## src/rtl/aes_host_ctrl.sv

```systemverilog
// Host-side command controller for the AES128 core: accepts blocks, issues start
// pulses with chaining, watches for the core result and buffers one response.
module aes_host_ctrl #(
  parameter int unsigned TIMEOUT_CYCLES = 64
) (
  input  logic         aes_clk,
  input  logic         aes_rst,
  input  logic         req_valid,
  output logic         req_ready,
  input  logic [127:0] req_data,
  input  logic         req_decrypt,
  input  logic         req_last,
  input  logic [127:0] cfg_key,
  input  logic [3:0]   cfg_mode,
  input  logic [127:0] cfg_iv,
  input  logic [3:0]   cfg_segment_len,
  output logic         rsp_valid,
  input  logic         rsp_ready,
  output logic [127:0] rsp_data,
  output logic         rsp_last,
  output logic         rsp_timeout,
  output logic         aes_cipher_en,
  output logic         aes_decipher_en,
  output logic         aes_chain_en,
  output logic [127:0] aes_data_in,
  output logic [127:0] aes_key,
  output logic [127:0] aes_init_vector,
  output logic [3:0]   aes_mode,
  output logic [3:0]   aes_segment_len,
  input  logic [127:0] aes_data_out,
  input  logic         aes_ready
);

  localparam int unsigned DATA_W = 128;
  localparam int unsigned CFG_W  = 4;
  localparam int unsigned CNT_W  = 16;

  typedef enum logic [1:0] {IDLE, ISSUE, WAIT, RESP} state_t;

  state_t              state_q, state_d;
  logic                in_msg_q, in_msg_d;
  logic                dec_q, dec_d;
  logic                last_q, last_d;
  logic [CNT_W-1:0]    cnt_q, cnt_d;

  logic                req_ready_d, rsp_valid_d, rsp_last_d, rsp_timeout_d;
  logic                cipher_d, decipher_d, chain_d;
  logic [DATA_W-1:0]   rsp_data_d, data_in_d, key_d, iv_d;
  logic [CFG_W-1:0]    mode_d, seg_d;

  // State and all output registers
  always_ff @(posedge aes_clk or posedge aes_rst) begin
    if (aes_rst) begin
      state_q         <= IDLE;
      in_msg_q        <= 1'b0;
      dec_q           <= 1'b0;
      last_q          <= 1'b0;
      cnt_q           <= '0;
      req_ready       <= 1'b0;
      rsp_valid       <= 1'b0;
      rsp_data        <= '0;
      rsp_last        <= 1'b0;
      rsp_timeout     <= 1'b0;
      aes_cipher_en   <= 1'b0;
      aes_decipher_en <= 1'b0;
      aes_chain_en    <= 1'b0;
      aes_data_in     <= '0;
      aes_key         <= '0;
      aes_init_vector <= '0;
      aes_mode        <= '0;
      aes_segment_len <= '0;
    end else begin
      state_q         <= state_d;
      in_msg_q        <= in_msg_d;
      dec_q           <= dec_d;
      last_q          <= last_d;
      cnt_q           <= cnt_d;
      req_ready       <= req_ready_d;
      rsp_valid       <= rsp_valid_d;
      rsp_data        <= rsp_data_d;
      rsp_last        <= rsp_last_d;
      rsp_timeout     <= rsp_timeout_d;
      aes_cipher_en   <= cipher_d;
      aes_decipher_en <= decipher_d;
      aes_chain_en    <= chain_d;
      aes_data_in     <= data_in_d;
      aes_key         <= key_d;
      aes_init_vector <= iv_d;
      aes_mode        <= mode_d;
      aes_segment_len <= seg_d;
    end
  end

  // Next-state and next-output logic
  always_comb begin
    state_d       = state_q;
    in_msg_d      = in_msg_q;
    dec_d         = dec_q;
    last_d        = last_q;
    cnt_d         = cnt_q;
    req_ready_d   = req_ready;
    rsp_valid_d   = rsp_valid;
    rsp_data_d    = rsp_data;
    rsp_last_d    = rsp_last;
    rsp_timeout_d = rsp_timeout;
    cipher_d      = aes_cipher_en;
    decipher_d    = aes_decipher_en;
    chain_d       = aes_chain_en;
    data_in_d     = aes_data_in;
    key_d         = aes_key;
    iv_d          = aes_init_vector;
    mode_d        = aes_mode;
    seg_d         = aes_segment_len;

    case (state_q)
      IDLE: begin
        req_ready_d = 1'b1;
        if (req_valid && req_ready) begin
          data_in_d   = req_data;
          last_d      = req_last;
          req_ready_d = 1'b0;
          state_d     = ISSUE;
          // First block of a message snapshots direction and configuration
          if (!in_msg_q) begin
            dec_d      = req_decrypt;
            key_d      = cfg_key;
            mode_d     = cfg_mode;
            iv_d       = cfg_iv;
            seg_d      = cfg_segment_len;
            chain_d    = 1'b0;
            cipher_d   = ~req_decrypt;
            decipher_d = req_decrypt;
          end else begin
            chain_d    = 1'b1;
            cipher_d   = ~dec_q;
            decipher_d = dec_q;
          end
        end
      end
      ISSUE: begin
        cipher_d   = 1'b0;
        decipher_d = 1'b0;
        cnt_d      = '0;
        in_msg_d   = 1'b1;
        state_d    = WAIT;
      end
      WAIT: begin
        // A ready pulse on the watchdog edge still yields a normal result
        if (aes_ready) begin
          rsp_data_d    = aes_data_out;
          rsp_timeout_d = 1'b0;
          rsp_valid_d   = 1'b1;
          rsp_last_d    = last_q;
          state_d       = RESP;
        end else if (cnt_q == CNT_W'(TIMEOUT_CYCLES - 1)) begin
          rsp_data_d    = '0;
          rsp_timeout_d = 1'b1;
          rsp_valid_d   = 1'b1;
          rsp_last_d    = last_q;
          state_d       = RESP;
        end else begin
          cnt_d = cnt_q + CNT_W'(1);
        end
      end
      RESP: begin
        if (rsp_ready) begin
          rsp_valid_d   = 1'b0;
          rsp_timeout_d = 1'b0;
          req_ready_d   = 1'b1;
          state_d       = IDLE;
          if (rsp_last || rsp_timeout) in_msg_d = 1'b0;
        end
      end
      default: state_d = IDLE;
    endcase
  end

endmodule

```

## config.mk

```make
export PLATFORM = sky130hd
export DESIGN_NAME = aes_host_ctrl
export DESIGN_NICKNAME = d
export VERILOG_FILES = /design/src/rtl/aes_host_ctrl.sv
export SDC_FILE = /design/constraint.sdc
export NUM_CORES = 1
export LEC_CHECK = 0
export ABC_AREA = 1
export CORE_AREA = 2 2 416 418
export DETAILED_ROUTE_END_ITERATION = 8
export DIE_AREA = 0 0 418 420
export PLACE_DENSITY = 0.35
export RECOVER_POWER = 50
export SLEW_MARGIN = 10
export SYNTH_ARGS = -nofsm -noshare
export SYNTH_HDL_FRONTEND = slang
export SYNTH_SLANG_ARGS = --single-unit
```

## constraint.sdc

```tcl
create_clock -name aes_clk -period 23 [get_ports aes_clk]
set_input_delay 3.45 -clock aes_clk [delete_from_list [all_inputs] [get_ports aes_clk]]
set_output_delay 3.45 -clock aes_clk [all_outputs]
set_load 0.05 [all_outputs]
```

# Word level (Yosys, flattened, before mapping)
# Cells that the tools add are included.
[op_classes] n_addsub=1 n_eq_ne=10 n_mux=31 n_bitwise=3 n_reduce_logical=18
[op_table] cell="$mux W128" count=2
[op_table] cell="$mux W16" count=2
[op_table] cell="$pmux W16 S2" count=1
[op_table] cell="$add A16 B1 Y16 const B" count=1
[op_table] cell="$eq A16 B6 Y1 const B" count=1
[op_table] cell="$mux W1" count=15
[op_table] cell="$reduce_and A3 Y1" count=5
[op_table] cell="$pmux W1 S2" count=6
[op_table] cell="$reduce_bool A2 Y1" count=6
[op_table] cell="$ne A2 B2 Y1 const B" count=5
[op_table] cell="$mux W2" count=4
[op_table] cell="$pmux W2 S4" count=1
[op_table] cell="$reduce_and A2 Y1" count=4
[op_table] cell="$eq A2 B2 Y1 const B" count=2
[op_table] cell="$ne A3 B3 Y1 const B" count=1
[op_table] cell="$not A1 Y1" count=3
[op_table] cell="$eq A2 B1 Y1 const B" count=1
[op_table] cell="$logic_not A2 Y1" count=1
[op_table] cell="$logic_and A1 B1 Y1" count=1
[op_table] cell="$logic_or A1 B1 Y1" count=1
[totals] register_bits=548 output_inout_bits=527

# Depth between registers and ports, before layout
# Gate-level depths: netlist of the first run.
[depth] depth_word=4 depth_mapped=11 ltp_nobuf=9

# Least setup slack after synthesis of the first run
# OpenSTA, ideal clock, no wires.
[synth_path] path_kind="input -> register" from="in req_valid" to="reg aes_init_vector[0]" setup_ns=0.119 arrival_ns=4.382 slack_ns=18.498 stages=9 path_buffers=2 path_cell_list="nand2_1 > nor2_4 > inv_2 > nor2_2 > inv_2 > clkbuf_1 > buf_2 > nand2_1 > nand2_1"
[synth_via] elab_chain_len=2
[synth_rtl] item="start: declaration" line_no="8" rtl="input logic req_valid,"
[synth_rtl] item="$logic_and A1 B1 Y1" line_no="118" rtl="if (req_valid && req_ready) begin"
[synth_rtl] item="$reduce_and A3 Y1 (no line)"
[synth_rtl] item="end signal: assignment" line_no="88" rtl="aes_init_vector <= iv_d;"
[synth_rtl] item="end: declaration" line_no="27" rtl="output logic [127:0] aes_init_vector,"
# Every way passes these cells.
# A chain may end at the register's enable or synchronous reset.

==> results of run 1 <==
-- report_power, final --
group	switching [mW]	internal, mW	total (mW)
logic	2.07	0.812	2.89
registers	0.229	1.35	1.58
clock network	0.497	0.707	1.20
-- flip-flops by register name, summed over array words and instances (netlist names) --
name,count
aes_key,128
aes_chain_en,1
rsp_data,128
aes_segment_len,4
aes_mode,4
rsp_timeout,1
rsp_valid,1
cnt_q,16
state_q,2
in_msg_q,1
aes_init_vector,128
last_q,1
rsp_last,1
req_ready,1
aes_data_in,128
aes_decipher_en,1
aes_cipher_en,1
dec_q,1
-- logic make-up (layout without fill, tap and decap cells) --
group                    count (synthesis)  count (layout)
adder cells (fa/ha/maj)                  5               5
flip-flops                             548             548
AO/OA/AOI/OAI                           26              26
AND/OR/NAND/NOR                       1698            1698
buffers and inverters                  154            1228
other                                    0              10
XOR/XNOR                                 8               8
-- cell usage after synthesis --
cell	number
nand2_1	1501
dfrtp_1	548
nand3_1	147
clkbuf_1	56
buf_2	41
nor2_1	38
buf_4	20
inv_1	19
o21ai_0	17
buf_6	11
xor2_1	7
ha_1	5
buf_1	4
nand4_1	4
a21oi_1	3
inv_2	3
o21ai_2	3
nand3_2	2
nor3_1	2
a31o_2	1
nand2_2	1
nor2_2	1
nor2_4	1
o21a_1	1
o21bai_1	1
or2_2	1
xnor2_1	1
-- through the flow --
| stage | total power, mW | setup slack (ns) | util, % |
|---|---|---|---|
| floorplan | 3.369 | 4.229 | - |
| global placement | 4.606 | 14.95 | 20.02 |
| detailed placement | 4.605 | 14.94 | 20.02 |
| CTS | 5.861 | 15.67 | 21.50 |
| global route | 5.977 | 9.839 | 21.47 |
| finish | 5.670 | 11.34 | 21.47 |
-- critical path, delay by kind of cell --
kind	cells	cell delay [ns]
buffers and inverters	6	8.42
-- layer usage --
metal | global-route usage [%] | part of all wire, % | up-vias
met5 | 0 | 0.081 | -
met4 | 3.977 | 2.3 | 16
met3 | 3.971 | 7.0 | 145
met2 | 21.85 | 52 | 600
met1 | 14.34 | 39 | 9470
li1 | - | - | 9539
-- layout make-up --
class / count / area, µm² / area share, %
repair buffers: 1074 / 10670 / 29.07
clock inverters: 18 / 267.8 / 0.7293
inverters: 22 / 92.59 / 0.2522
clock buffers: 114 / 2263 / 6.165
well taps: 2233 / 2794 / 7.610
flip-flops and latches: 548 / 13710 / 37.35
multi-input cells: 1737 / 6883 / 18.75
diodes: 10 / 25.02 / 0.06816
-- final timing paths --
| kind | start | depth (start not counted) | slack (ns) | end |
|---|---|---|---|---|
| setup / recovery | aes_rst | 6 | 11.34 | aes_data_in[123]$_DFFE_PP0P_ |
| hold reg to reg | aes_key[108]$_DFFE_PP0P_ | 2 | 0.46 | aes_key[108]$_DFFE_PP0P_ |
| max in group aes_clk | req_valid | 11 | 11.99 | aes_init_vector[119]$_DFFE_PP0P_ |
| setup reg to reg | state_q[0]$_DFFE_PP0P_ | 12 | 14.57 | aes_init_vector[119]$_DFFE_PP0P_ |
| hold / removal | aes_key[108]$_DFFE_PP0P_ | 2 | 0.46 | aes_key[108]$_DFFE_PP0P_ |
| min in group asynchronous | aes_rst | 2 | 4.80 | aes_data_in[31]$_DFFE_PP0P_ |
-- cell usage in the layout (no fill, tap or decap), types with 2 or more instances in the layout --
cell                n
nand4_1             4
nor3_1              2
nand2_1          1502
a21oi_1             3
nor2_4              2
buf_4              12
xor2_1              7
clkinv_8            3
o21ai_0            19
dlygate4sd3_1     303
clkinv_2            8
clkinv_16           3
clkbuf_1           24
clkinvlp_2          2
clkbuf_16          75
nand3_1           148
inv_1              18
nor2_1             38
diode_2            10
clkdlybuf4s50_1   749
clkbuf_8           24
dfrtp_1           548
ha_1                4
bufinv_16           2
==> impl_results.md, run 1 <==
* Status: finished with violations
* Failing checks: max-capacitance violations, max-slew violations
* Xor/xnor share of the synthesized area at less than 1%
* DIE AREA at 175600 µm²
* Syn_nets at about 3k
* Initial Util at around 13%
* Min-delay worst type: flip-flop to flip-flop
* Final std cell area, no fill at around 37000 µm²
* Post-synthesis cell count at 2439
* Placed instance area at between 30000 and 40000 µm²
* CP Data Arrival Time at ~12 ns
* Final #Nets at 3990
* Setup violations, final at 0
* Vias per std cell at between 3 and 4
* Largest net degree at the start of global routing at 136
* Vias in the first global route at ~20k
* Die Ht at 420 µm
* Critical path class: primary input to async pin
* Setup crit end kind: async pin
* Ports at about 1.1k
* Ys Warns at 0
* Cts repair resizes at 0
* Layout Cells excl Fill at between 5k and 6k
* Area growth syn-to-layout at 71.71%
* CTS buffer count at 75
* Clk root buf: clkbuf_16
* Skew final at around 0.044 ns
* Ranking of synthesized cells by area: dfrtp_1 64%, nand2_1 26%, nand3_1 3.4%
* Post-synthesis cell type count at 27
* Slowest-stage cell, CP: clkbuf_1
* Fillers at around 19k
* Period utilization at 50.69%
* Gpl congestion at ~0.8
* Peak VDD IR at ~66 µV
* First-pass GRT wire length at between 150 and 200 mm
* Final global-route overflow total at 0
* Final Max Tran Viols at approximately 730
* Crit path top cell by count: buf_4
* Syn Area/Cell at slightly below 9 µm²
* Sink Count at approximately 550
* Synth Area in Adders at less than 1%
* Post-CTS setup buffer count at 0
* 1st-pass router iterations at 5
* Synth Area in Simple Gates at 30.86%
* GRT Overall Usage at about an eighth
* # rows at about 150
* #FFs+latches synth at between 500 and 600
* Seq/Total Area, Yosys at between 60 and 70%
* Share of layout cells above drive strength 1 at under 10%
* Post-synthesis mux area share at 0%
* CP max stage delay at around 3.1 ns
* Placed cell count at 5614
* Largest area contributor in the netlist: dfrtp_1
* Clk buf depth at 3
* Post-Syn Area at about 21000 µm²
* Post-synthesis compound-gate area fraction at less than 1%
* Relative slew slack at -257.3%
* WL/cell at about 20 µm
* Antenna viol nets, final at 0
* Crit-path cells: dlygate4sd3_1, clkinvlp_2, clkbuf_1, buf_12, buf_4, buf_4
* Routed WL at 114.2 mm
* Setup TNS Final at 0 ns
* Core area at ~170000 µm²
* Worst-path maximum fanout at around 120
* RSZ-0062 raised after global routing: false
* Main combinational cell family by area after synthesis: simple AND/OR/NAND/NOR gates
* Clock latency on the worst-skew pair at a little under 0.7 ns
* Post-DP HPWL at 85.42 mm
* Leak pwr at ~18 nW
* Hold_buf cts at 0
* Pwr/cell area at 154.4 nW/µm²
* Share of the synthesized area in the top cell type at approximately 64%
* Clk slew on worst S/H paths at ~0.060 ns
* Slew @ Worst Pin at 5.359 ns
* DRC viols at 0
* CTS tree: yes
* DR vias at about 20k
* Buffers on Ports at between 1k and 1.5k
* Final worst path period need at between 10 and 15 ns
* H-tree Lvls at 3
* Startpoint types: primary input
* CP required at 23.66 ns
* Fmax achieved at 0.08578 GHz
* Hold WS at 0.4602 ns
* Initial drt markers at around 1.2k
* Initial antenna violation count at 29
* Hold Fails Final Rpt at 0
* Die Wd at 418 µm
* Maxcap violations at 12
(Power assumes the default switching activity.)
==> run 2: changes to the inputs <==
CORE_AREA = 2 2 413 415   (was 2 2 416 418)
DIE_AREA = 0 0 415 417   (was 0 0 418 420)
PLACE_DENSITY = 0.36   (was 0.35)
clock period = 10.5 ns   (was 23 ns; I/O delays follow)
==> impl_results.md, run 2 (synthesis results as in run 1) <==
* Fmax achieved at ~0.14 GHz
* # rows at ~150
* CP Data Arrival Time at 7.62 ns
* Worst-path maximum fanout at 69
* Setup violations, final at 0
* WL/cell at 18.78 µm
* Post-CTS setup buffer count at 0
* Slowest-stage cell, CP: clkbuf_1
* Routed WL at about 110 mm
* Min-delay worst type: flip-flop to flip-flop
* Buffers on Ports at 1053
* Initial antenna violation count at 19
* Period utilization at between 60% and 70%
* Initial Util at 12.69%
* Peak VDD IR at approximately 140 µV
* First-pass GRT wire length at ~150 mm
* Setup ws final at around 3.5 ns
* Startpoint types: primary input
* Pwr/cell area at between 300 and 400 nW/µm²
* Final Max Tran Viols at between 200 and 300
* GRT Overall Usage at 12.08%
* Leak pwr at 17.38 nW
* Most frequent cells in the layout: 1502 x nand2_1, 939 x clkdlybuf4s50_1, 548 x dfrtp_1, 148 x nand3_1, 113 x dlygate4sd3_1
* Final global-route overflow total at 0
* DRC viols at 0
* DR vias at between 15k and 20k
* Area growth syn-to-layout at 72.37%
* Vias per std cell at roughly 3.4
* Gpl congestion at 0.7941
* Status: finished with violations
* Hold Fails Final Rpt at 0
* Crit path top cell by count: nand2_1
* Failing checks: max-capacitance violations, max-slew violations
* H-tree Lvls at 3
* Slew @ Worst Pin at between 3 and 4 ns
* Commonest non-fill, non-tap cell in the layout: nand2_1
* Maxcap violations at 5
* Fillers at 18.65k
* Clock latency on the worst-skew pair at roughly 0.68 ns
* Crit-path cells: clkbuf_1, inv_1, nand2_1, nand2_1, clkbuf_1, nand2_1, nand2_1
* Antenna viol nets, final at 0
* Share of layout cells above drive strength 1 at around 4.2%
* Core area at ~170000 µm²
* Setup TNS Final at 0 ns
* Initial drt markers at between 1k and 1.5k
* CP top delay family: buffers and inverters
* Ports at about 1.1k
* RSZ-0062 raised after global routing: false
* Die Wd at a little over 400 µm
* Critical path class: primary input to flip-flop
* Sink Count at approximately 550
* 1st-pass router iterations at 4
* CP bufs+invs at 3
* Final worst path period need at 7.037 ns
* Post-DP HPWL at between 70 and 80 mm
* Die Ht at between 400 and 500 µm
* Final #Nets at ~4.0k
* Clk buf depth at 3
* Vias in the first global route at slightly above 20k
* Reg area at approximately 14000 µm²
* DIE AREA at 173100 µm²
* CP max stage delay at about 2.5 ns
* Largest net degree at the start of global routing at 177
* CTS buffer count at just under 80
* CP required at 11.09 ns
* Area of the multi-input gates at approximately 6900 µm²
* Hold WS at 0.4599 ns
* CTS tree: yes
* Clk root buf: clkbuf_16
* Skew final at approximately 0.022 ns
* Cts repair resizes at 0
* Relative slew slack at -126.1%
* Pre-CTS setup slack at roughly 4.6 ns
* Layout Utilization at 21.87%
* Hold_buf cts at 0
* Clk slew on worst S/H paths at ~0.05 ns
* Setup crit end kind: flip-flop
[run 2: cell types whose count changed in the layout (fill, tap and decap cells not counted), sizes merged]
cell and change:
bufinv +3, clkbuf -6, inv +3, buf +3, dlygate4sd3 -190, clkdlybuf4s50 +190, clkinvlp -1, diode -4
clkinv +2
[run 2: worst paths after layout]
check	start	endpoint	slack, ns	cells after the start
max in group asynchronous	aes_rst	aes_init_vector[118]$_DFFE_PP0P_	5.23	4
worst max register to register	cnt_q[1]$_DFFE_PP0P_	rsp_data[74]$_DFFE_PP0P_	4.64	9
min in group asynchronous	aes_rst	aes_data_in[106]$_DFFE_PP0P_	1.35	2
worst min register to register	aes_key[106]$_DFFE_PP0P_	aes_key[106]$_DFFE_PP0P_	0.46	2
worst min-delay path	aes_key[106]$_DFFE_PP0P_	aes_key[106]$_DFFE_PP0P_	0.46	2
worst max-delay path	aes_ready	rsp_data[74]$_DFFE_PP0P_	3.46	7
[run 2: metrics by stage]
| step | instance area, µm² | power [mW] | instances |
|---|---|---|---|
| global route | 36850 | 13.25 | 5740 |
| floorplan | 21380 | 7.380 | 2439 |
| finish | 36850 | 12.59 | 5741 |
| CTS | 36880 | 12.92 | 5735 |
| global placement | 34230 | 10.06 | 5596 |
| detailed placement | 34230 | 10.07 | 5596 |
[run 2: power by group]
part / total [mW] / internal (mW) / switching, mW
Combinational: 6.39 / 1.87 / 4.52
Sequential: 3.47 / 2.96 / 0.514
Clock: 2.73 / 1.65 / 1.09
Total: 12.6 / 6.47 / 6.12
[run 2: worst reg2reg max path, cell delays in order, from the launching register on]
cell	delay, ns
dfrtp_1	0.40
ha_1	0.27
nand3_2	0.16
nor2_1	0.07
nand2_1	0.09
nand2_1	0.06
nand2_1	1.78
clkbuf_1	2.63
nand2_1	0.18
nand2_1	0.15
[run 2: routing by layer]
layer / GRT usage (%) / vias up / share of wire (%)
met3: 4.105 / 132 / 7.3
met2: 21.34 / 591 / 52
met4: 4.126 / 12 / 2.6
li1: - / 9533 / -
met5: 0 / - / 0.074
met1: 13.47 / 9462 / 38
[run 2: layout make-up]
cell class              count  area share (%)
clock inverters            25           1.002
inverters                  22          0.2546
well taps                2218           7.530
diodes                      6         0.04074
clock buffers             114           6.209
multi-input cells        1737           18.66
repair buffers           1071           29.10
flip-flops and latches    548           37.21
